===== src/rtl/thread_scheduler_pkg.sv =====
// Shared configuration and types for the barrel-thread scheduler.
// Defaults match the 4-context register file with a 3-cycle issue-to-writeback path.
package thread_scheduler_pkg;

    localparam int TS_NUM_THREADS = 4;
    localparam int TS_WB_LATENCY  = 3;
    localparam int TS_ID_W        = $clog2(TS_NUM_THREADS);

    typedef logic [TS_ID_W-1:0] thread_id_t;

    typedef struct packed {
        logic       valid;
        thread_id_t id;
    } thread_slot_t;

    // Rotating search index: the candidate that lies off places after base.
    function automatic int unsigned wrap_idx(
        input int unsigned base,
        input int unsigned off,
        input int unsigned n
    );
        return (base + off) % n;
    endfunction

endpackage


===== src/rtl/thread_rr_arbiter.sv =====
// Combinational rotate-priority picker: first eligible thread after ptr, wrapping.
// ptr itself is searched last, so the last-issued thread only wins when it is alone.
module thread_rr_arbiter
    import thread_scheduler_pkg::*;
#(
    parameter int NUM_THREADS = TS_NUM_THREADS
) (
    input  logic [NUM_THREADS-1:0]         eligible,
    input  logic [$clog2(NUM_THREADS)-1:0] ptr,
    output logic                           grant_valid,
    output logic [$clog2(NUM_THREADS)-1:0] grant_id
);

    localparam int ID_W = $clog2(NUM_THREADS);

    logic [ID_W-1:0] cand_s;

    // Walk from the farthest candidate to the nearest so the nearest hit overwrites
    always_comb begin
        grant_valid = 1'b0;
        grant_id    = '0;
        cand_s      = '0;
        for (int k = NUM_THREADS; k >= 1; k--) begin
            cand_s      = ID_W'(wrap_idx(32'(ptr), k, NUM_THREADS));
            grant_valid = grant_valid | eligible[cand_s];
            grant_id    = eligible[cand_s] ? cand_s : grant_id;
        end
    end

endmodule


===== src/rtl/thread_scheduler.sv =====
// Round-robin barrel-thread scheduler: issues one non-busy active thread per cycle
// and carries its ID down a writeback-aligned delay line for the register file.
module thread_scheduler
    import thread_scheduler_pkg::*;
#(
    parameter int                      NUM_THREADS  = TS_NUM_THREADS,
    parameter int                      WB_LATENCY   = TS_WB_LATENCY,
    parameter logic [NUM_THREADS-1:0]  RESET_ACTIVE = {{(NUM_THREADS-1){1'b0}}, 1'b1}
) (
    input  logic                           clk,
    input  logic                           rst,
    input  logic [NUM_THREADS-1:0]         thread_start,
    input  logic [NUM_THREADS-1:0]         thread_stop,
    input  logic [NUM_THREADS-1:0]         thread_stall,
    input  logic                           issue_ready,
    output logic                           issue_valid,
    output logic [$clog2(NUM_THREADS)-1:0] thread_rs_id,
    output logic                           rs_en,
    output logic [$clog2(NUM_THREADS)-1:0] thread_rd_id,
    output logic                           rd_valid,
    output logic [NUM_THREADS-1:0]         active_mask
);

    localparam int ID_W = $clog2(NUM_THREADS);

    typedef struct packed {
        logic            valid;
        logic [ID_W-1:0] id;
    } slot_t;

    logic [NUM_THREADS-1:0] active_r;
    logic [NUM_THREADS-1:0] active_next_s;
    logic [NUM_THREADS-1:0] busy_s;
    logic [NUM_THREADS-1:0] eligible_s;
    logic [ID_W-1:0]        ptr_r;
    logic                   grant_valid_s;
    logic [ID_W-1:0]        grant_id_s;
    slot_t                  issue_r;
    slot_t                  line_r [1:WB_LATENCY];

    // Stop dominates start; starting an already-active thread is a no-op
    always_comb begin
        active_next_s = (active_r | thread_start) & ~thread_stop;
    end

    // Busy excludes the final stage: that entry writes back in the same cycle a
    // newly selected instruction would be presented, which already follows the read.
    always_comb begin
        busy_s = '0;
        for (int t = 0; t < NUM_THREADS; t++) begin
            busy_s[t] = issue_r.valid && (issue_r.id == ID_W'(t));
            for (int s = 1; s < WB_LATENCY; s++) begin
                busy_s[t] = busy_s[t] | (line_r[s].valid && (line_r[s].id == ID_W'(t)));
            end
        end
    end

    // Candidates for this cycle's selection
    always_comb begin
        eligible_s = active_r & ~thread_stall & ~busy_s;
    end

    thread_rr_arbiter #(
        .NUM_THREADS (NUM_THREADS)
    ) u_arbiter (
        .eligible    (eligible_s),
        .ptr         (ptr_r),
        .grant_valid (grant_valid_s),
        .grant_id    (grant_id_s)
    );

    // Active mask keeps tracking start/stop pulses even during a global stall
    always_ff @(posedge clk or negedge rst) begin
        if (!rst) begin
            active_r <= RESET_ACTIVE;
        end else begin
            active_r <= active_next_s;
        end
    end

    // Issue register, pointer and delay line advance together, only when the pipeline does
    always_ff @(posedge clk or negedge rst) begin
        if (!rst) begin
            issue_r <= '0;
            ptr_r   <= ID_W'(NUM_THREADS - 1);
            for (int s = 1; s <= WB_LATENCY; s++) begin
                line_r[s] <= '0;
            end
        end else if (issue_ready) begin
            issue_r   <= '{valid: grant_valid_s, id: grant_id_s};
            ptr_r     <= grant_valid_s ? grant_id_s : ptr_r;
            line_r[1] <= issue_r;
            for (int s = 2; s <= WB_LATENCY; s++) begin
                line_r[s] <= line_r[s-1];
            end
        end
    end

    assign issue_valid  = issue_r.valid;
    assign thread_rs_id = issue_r.id;
    assign rs_en        = issue_r.valid & issue_ready;
    assign thread_rd_id = line_r[WB_LATENCY].id;
    assign rd_valid     = line_r[WB_LATENCY].valid;
    assign active_mask  = active_r;

endmodule


===== config.mk =====
export PLATFORM = sky130hd
export DESIGN_NAME = thread_scheduler
export DESIGN_NICKNAME = d
export VERILOG_FILES = /design/src/rtl/thread_scheduler_pkg.sv /design/src/rtl/thread_rr_arbiter.sv /design/src/rtl/thread_scheduler.sv
export SDC_FILE = /design/constraint.sdc
export NUM_CORES = 1
export LEC_CHECK = 0
export CAP_MARGIN = 20
export CORE_ASPECT_RATIO = 1.1
export CORE_UTILIZATION = 42
export DETAILED_ROUTE_END_ITERATION = 12
export PLACE_DENSITY = 0.73
export SETUP_SLACK_MARGIN = 0.3
export SYNTH_ARGS = -nofsm -noshare
export SYNTH_HDL_FRONTEND = slang
export SYNTH_SLANG_ARGS = --single-unit

===== constraint.sdc =====
create_clock -name clk -period 1.6 [get_ports clk]
set_input_delay 0.32 -clock clk [delete_from_list [all_inputs] [get_ports clk]]
set_output_delay 0.32 -clock clk [all_outputs]
set_load 0.03 [all_outputs]

==> results_dict.tcl, run 1 <==
set metrics [dict create \
    status "finished, violations left" \
    violations "setup timing" \
    grt_pass1_wl_mm 4.112 \
    p_int_uw 1059 \
    vias 910 \
    whs_ns 0.3465 \
    seq_area_frac_synth 0.4636 \
    synth_seq_cells 18 \
    setup_viol 1 \
    cts_made_buffers 3 \
    dp.final_hpwl_mm 1.771 \
    switchingPower_uw 653.5 \
    postRouteAntennaNets 0 \
    final_area_um2 1444 \
    path_delay_family "simple AND/OR/NAND/NOR gates" \
    endpoint_kind "flop" \
    post_drt_wl_per_cell_um 15.27 \
    timing.setup.tns_ns -0.06809 \
    period_share 1.043 \
    drv_cap 0 \
    dr.pass1.iters 6 \
    reg2reg_depth 5 \
    grt_use_total 0.2394 \
    initial_core_util 0.4652 \
    synth.distinct_cells 34 \
    syn2layout_area_growth_pct 47.38 \
    period_minus_slack_ns 1.668 \
    ys.flop_type "dfrtp_1" \
    crit-reg2reg-launch "issue_valid" \
    relSlewSlack 0.8210 \
    crit_fanout 4 \
    syn_nets 107 \
    die_w_um 48.05 \
    synth_warnings 0 \
    switching_share 0.3817 \
    core-area_um2 2106 \
    num_io_pins 26 \
    hold_viol 0 \
    p_seq_frac 0.398 \
    htreeDepth 1 \
    cts_tree "done" \
    layout-drive-gt1-share 0.4429 \
    clkPwrFrac 0.145 \
    crit_type "flop to flop" \
    io_buffers 25 \
    synth_top_area_frac 0.3831 \
    syn_inst 92 \
    r2r-end "thread_rs_id[1]" \
    max_slew.worst_pin.slew_ns 0.2679 \
    crit_buf_inv 0 \
    cpPeakStageDelay_ns 0.58 \
    synth_area_leader_cell "dfrtp_1" \
    n_antenna_cell 0 \
    fmax_mhz 599.5 \
    clock_sinks 18 \
    cp.depth 5 \
    viasPerCell 5.417 \
    comb_power_share 0.458 \
    root_buffer "clkbuf_4" \
    holdCritPathClass "input port to async pin" \
    cts_hold_buf 0 \
    cp.arrival_ns 1.86 \
    layout.nets 156 \
    dpl_cell_area_um2 1371 \
    die_area_um2 2530 \
    p_leak_uw 0.0006271 \
    cp_cell_sequence "nor3b_1 -> or4_4 -> nand2_4 -> o311ai_4 -> a31o_1" \
    rsz0062_at_grt "yes" \
    grt_pass1_vias 887 \
    syn_area_per_cell_um2 10.65 \
    antenna_found_initial 0 \
    synth.area.top_cells "dfrtp_1, mux2_2, dfstp_2" \
    powerDensity_nw_per_um2 1186 \
    syn_area_um2 979.7 \
    core.rowCount 17 \
    synth-edff-count 0 \
    drt_iter0_markers 13 \
    ir_drop_v 0.0009548 \
    dieHeight_um 52.66 \
    slowest_stage "or4_4" \
    async_reset_ff_frac 1.000 \
    grt_max_degree 19 \
    clock_latency_ns 0.30 \
    critPathLaunchType "flop" \
    clkTransAtPathRegs_ns 0.11 \
    finalClockSkew_ns 0.004953 \
    routabilityCongestion 0.8725 \
    setup_ws_ns -0.06809 \
    overflow 0 \
    required_ns 1.80 \
    rrSetupSlack_ns -0.07 \
    cts_buffer_depth 2 \
    drv_slew 0 \
    routed_wl_mm 2.566 \
    route.detailed.drc 0 \
]
[registers in the layout, summed over array words and instances (netlist names)]
signal	count
rd_valid	1
active_mask	4
line_r	6
issue_valid	1
ptr_r	2
thread_rs_id	2
thread_rd_id	2
[stage by stage]
step | instances | power (uW) | util | setup WS, ns
global placement | 157 | 1395 | 0.6512 | -0.2295
floorplan | 92 | 1109 | - | -0.1132
finish | 168 | 1712 | 0.6857 | -0.06809
CTS | 168 | 1699 | 0.6839 | -0.04447
detailed placement | 157 | 1405 | 0.6512 | -0.2672
global route | 168 | 1803 | 0.6857 | -0.1099
[worst max-delay path by stage]
stage / start / to / slack, ns
detailed placement: thread_stall[0] / thread_rs_id[1] / -0.27
global route: issue_valid / thread_rs_id[1] / -0.11
CTS: issue_valid / thread_rs_id[1] / -0.04
finish: issue_valid / thread_rs_id[1] / -0.07
global placement: thread_stall[0] / thread_rs_id[1] / -0.23
floorplan: issue_valid / thread_rs_id[1] / -0.11
[Yosys cell counts (2+ instances only)]
| library cell | n |
|---|---|
| a31o_1 | 2 |
| nor2_1 | 10 |
| a21oi_1 | 3 |
| buf_4 | 2 |
| nor2b_1 | 3 |
| o21ai_0 | 2 |
| nand3_1 | 5 |
| dfrtp_1 | 15 |
| nor3_1 | 2 |
| inv_1 | 3 |
| nor3b_1 | 4 |
| clkbuf_1 | 2 |
| nand2_1 | 5 |
| dfstp_2 | 3 |
| nand3b_1 | 4 |
| mux2_2 | 9 |
[placed cells by master, fill, tap and decap left out, types with 2 or more instances in the layout]
cell | synthesis | final
dfstp_2 | 3 | 3
buf_2 | 0 | 7
dfrtp_1 | 15 | 12
nand2_1 | 5 | 5
dfrtp_2 | 0 | 3
nor2b_1 | 3 | 3
nor2_1 | 10 | 10
nor3_1 | 2 | 2
a21oi_1 | 3 | 3
nor3b_1 | 4 | 3
buf_6 | 0 | 6
clkdlybuf4s50_1 | 0 | 14
buf_4 | 2 | 21
nand3b_1 | 4 | 4
mux2_2 | 9 | 9
a31o_1 | 2 | 2
inv_1 | 3 | 3
nand3_1 | 5 | 5
clkbuf_4 | 0 | 3
[power by group through the flow]
stage	Combinational (uW)	Sequential [uW]	Clock, uW
2_1_floorplan	366	742	0
3_3_place_gp	703	691	0
3_5_place_dp	713	693	0
4_1_cts	767	678	253
5_1_grt	835	695	273
6_report	784	681	248
[cells by family (layout without fill, tap and decap cells)]
| group | after synthesis | after routing | synth area share |
|---|---|---|---|
| fa+ha+maj | 1 | 1 | 0.01022 |
| simple gates | 40 | 40 | 0.2465 |
| mux | 9 | 9 | 0.1035 |
| flops | 18 | 18 | 0.4636 |
| compound gates | 17 | 17 | 0.1418 |
| buf+inv | 7 | 55 | 0.03448 |
[layout make-up]
type / count / area (um^2)
Multi-Input combinational cell: 67 / 513.0
Tap cell: 28 / 35.03
Sequential cell: 18 / 457.9
Clock buffer: 4 / 26.28
Timing Repair Buffer: 48 / 400.4
Fill cell: 162 / 661.9
Inverter: 3 / 11.26
[metal layers]
| layer | global-route usage | wire [um] |
|---|---|---|
| met1 | 0.2804 | 1054 |
| met2 | 0.4032 | 1342 |
| met3 | 0.06207 | 130 |
| met4 | 0.09259 | 39 |
| met5 | 0 | 0 |
[repair_timing]
item | in CTS | in global routing
pin swaps | 6 | 4
setup endpoints to repair | 16 | 9
gates resized for setup | 62 | 2
buffers inserted | 7 | 0
Note: power is estimated with default switching activity, not from simulation.
==> inputs of run 2 (changes only) <==
--- a/config.mk
+++ b/config.mk
@@ -5,6 +5,7 @@
 export SDC_FILE = /design/constraint.sdc
 export NUM_CORES = 1
 export LEC_CHECK = 0
+export ABC_AREA = 0
 export CAP_MARGIN = 20
 export CORE_ASPECT_RATIO = 1.1
 export CORE_UTILIZATION = 42
==> results of run 2 <==
No change in the layout: final DEF, timing and power equal those of run 1.
==> inputs of run 3 (changes only) <==
--- a/config.mk
+++ b/config.mk
@@ -8,10 +8,11 @@
 export ABC_AREA = 0
 export CAP_MARGIN = 20
 export CORE_ASPECT_RATIO = 1.1
-export CORE_UTILIZATION = 42
+export CORE_UTILIZATION = 41
 export DETAILED_ROUTE_END_ITERATION = 12
-export PLACE_DENSITY = 0.73
+export PLACE_DENSITY = 0.72
 export SETUP_SLACK_MARGIN = 0.3
 export SYNTH_ARGS = -nofsm -noshare
 export SYNTH_HDL_FRONTEND = slang
+export SYNTH_HIERARCHICAL = 1
 export SYNTH_SLANG_ARGS = --single-unit
==> run 3 against run 2 <==
The run still ends with setup timing left. Highest routed layer unchanged. Hold slack got worse by 0.017 ns. Clock power rose by 16%. Register-to-register slack better by 0.04 ns. Worst setup slack improved by 0.040 ns.
==> results_dict.tcl, run 3 <==
set metrics [dict create \
    dr_wl_met3_um 56 \
    dp_cells 139 \
    route.detailed.drc 0 \
    grt_use_total 0.1878 \
    mostFrequentLayoutCells "clkdlybuf4s50_1, mux2_2, buf_4" \
    drv_cap 0 \
    cts_tree "done" \
    syn_nets 95 \
    cts_buffer_depth 2 \
    wl_met2_um 945 \
    n_antenna_cell 0 \
    p_int_uw 1194 \
    grt_max_degree 19 \
    p_seq_frac 0.432 \
    synth-edff-count 0 \
    layout.nets 135 \
    grt_pass1_vias 719 \
    clock_latency_ns 0.30 \
    rsz0062_at_grt "yes" \
    async_reset_ff_frac 1.000 \
    critPathLaunchType "flop" \
    required_ns 1.80 \
    max_flop_register "line_r" \
    setup_ws_ns -0.02769 \
    top_layer "met4" \
    max_slew.worst_pin.slew_ns 0.2522 \
    initial_core_util 0.4455 \
    relSlewSlack 0.8305 \
    fmax_mhz 614.4 \
    antenna_found_initial 0 \
    num_io_pins 26 \
    root_buffer "clkbuf_4" \
    setup_viol 4 \
    routabilityCongestion 0.7838 \
    hold_viol 0 \
    dpl_cell_area_um2 1246 \
    wl_met1_um 798 \
    multi_input_area_um2 452.9 \
    layout_commonest_cell "clkdlybuf4s50_1" \
    switchingPower_uw 667.7 \
    endpoint_kind "flop" \
    timing.setup.tns_ns -0.05350 \
    viasPerCell 4.837 \
    whs_ns 0.3293 \
    fillers 185 \
    htreeDepth 1 \
    cp.arrival_ns 1.83 \
    synth_area_leader_cell "dfrtp_1" \
    post_drt_wl_per_cell_um 12.44 \
    layout-drive-gt1-share 0.4790 \
    syn_area_per_cell_um2 11.37 \
    cts_made_buffers 3 \
    synth_warnings 6 \
    io_buffers 25 \
    clkTransAtPathRegs_ns 0.11 \
    yosysMostFrequentCell "dfrtp_1" \
    ir_drop_v 0.0009243 \
    ys.flop_type "dfrtp_1" \
    seq_area_um2 461.7 \
    largest_register_ff_count 6 \
    syn_area_um2 909.6 \
    clock_sinks 18 \
    drt_iter0_markers 6 \
    crit_type "flop to flop" \
    cts_hold_buf 0 \
    fin_cells 147 \
    period_minus_slack_ns 1.628 \
    seq_area_frac_synth 0.4993 \
    syn2layout_area_growth_pct 45.67 \
    die_w_um 46.91 \
    holdCritPathClass "input port to async pin" \
    dieHeight_um 51.40 \
    drv_slew 0 \
    period_share 1.017 \
    grt_pass1_wl_mm 3.180 \
    dp.final_hpwl_mm 1.325 \
    dr.pass1.iters 4 \
    switching_share 0.3587 \
    vias 711 \
    core-area_um2 2042 \
    die_area_um2 2411 \
    final_core_util 0.6489 \
    finalClockSkew_ns 0.005975 \
    synth.area.top_cells "dfrtp_1, mux2_2, dfstp_2" \
    comb_power_share 0.413 \
    core.rowCount 17 \
    violations "setup timing" \
    clkPwrFrac 0.154 \
    netlist_top_cells_count "dfrtp_1, mux2_2, nor2_1" \
    routed_wl_mm 1.828 \
    status "finished, violations left" \
    synth.distinct_cells 25 \
    final_area_um2 1325 \
    overflow 0 \
    syn_inst 80 \
    powerDensity_nw_per_um2 1405 \
    reg2reg_depth 7 \
    synth_top_area_frac 0.4127 \
    p_leak_uw 0.0005781 \
    synth_seq_cells 18 \
    postRouteAntennaNets 0 \
    crit_fanout 4 \
]
[run 3: power groups by stage]
stage | Combinational, uW | Clock (uW) | Sequential (uW)
2_1_floorplan | 372 | 0 | 852
3_3_place_gp | 711 | 0 | 792
3_5_place_dp | 721 | 0 | 797
4_1_cts | 741 | 297 | 804
5_1_grt | 831 | 324 | 831
6_report | 769 | 288 | 805
[run 3: kinds of logic (layout without fill, tap and decap cells)]
group | Yosys count | count (layout) | synth area share
simple gates | 37 | 37 | 0.2421
flops | 18 | 18 | 0.4993
mux | 14 | 14 | 0.1719
compound gates | 6 | 6 | 0.04952
buf+inv | 5 | 44 | 0.03714
[run 3: path summary, 6_finish.rpt]
| check | slack [ns] | endpoint | from |
|---|---|---|---|
| min in group clk | 0.51 | active_mask[0] | thread_stop[0] |
| max | -0.03 | thread_rs_id[0] | line_r[8] |
| min | 0.33 | active_mask[1] | rst |
| max reg2reg | -0.03 | thread_rs_id[0] | line_r[8] |
| min reg2reg | 0.51 | thread_rd_id[1] | thread_rd_id[1] |
| max in group asynchronous | 1.01 | ptr_r[1] | rst |
[run 3: repair_timing]
action	in CTS	in global routing
setup endpoints to repair	16	12
gates resized for setup	60	12
setup buffers	2	2
[run 3: per-layer routing]
metal  up-vias  GRT usage
met5         -          0
met4         0    0.05714
met3         4    0.06007
met2         8     0.2917
met1       340     0.2444
li1        359          -
[run 3: cell type report]
cell class	count	area share
Timing Repair Buffer	38	0.2502
Tap cell	28	0.02644
Sequential cell	18	0.3484
Clock buffer	4	0.02738
Inverter	2	0.005666
Multi-Input combinational cell	57	0.3418
[run 3: critical path: stages, from the launching register on]
cell and delay, ns:
dfrtp_1 0.42, buf_6 0.13, nand3b_1 0.07, and4_1 0.21, and2b_1 0.21, a21oi_2 0.12
o221ai_2 0.11, mux2_2 0.27
[run 3: per-stage QoR]
step                setup WS (ns)  total power [uW]
global route              -0.1662              1986
CTS                      -0.01815              1843
detailed placement        -0.2751              1518
global placement          -0.2574              1504
floorplan                -0.06740              1224
finish                   -0.02769              1862
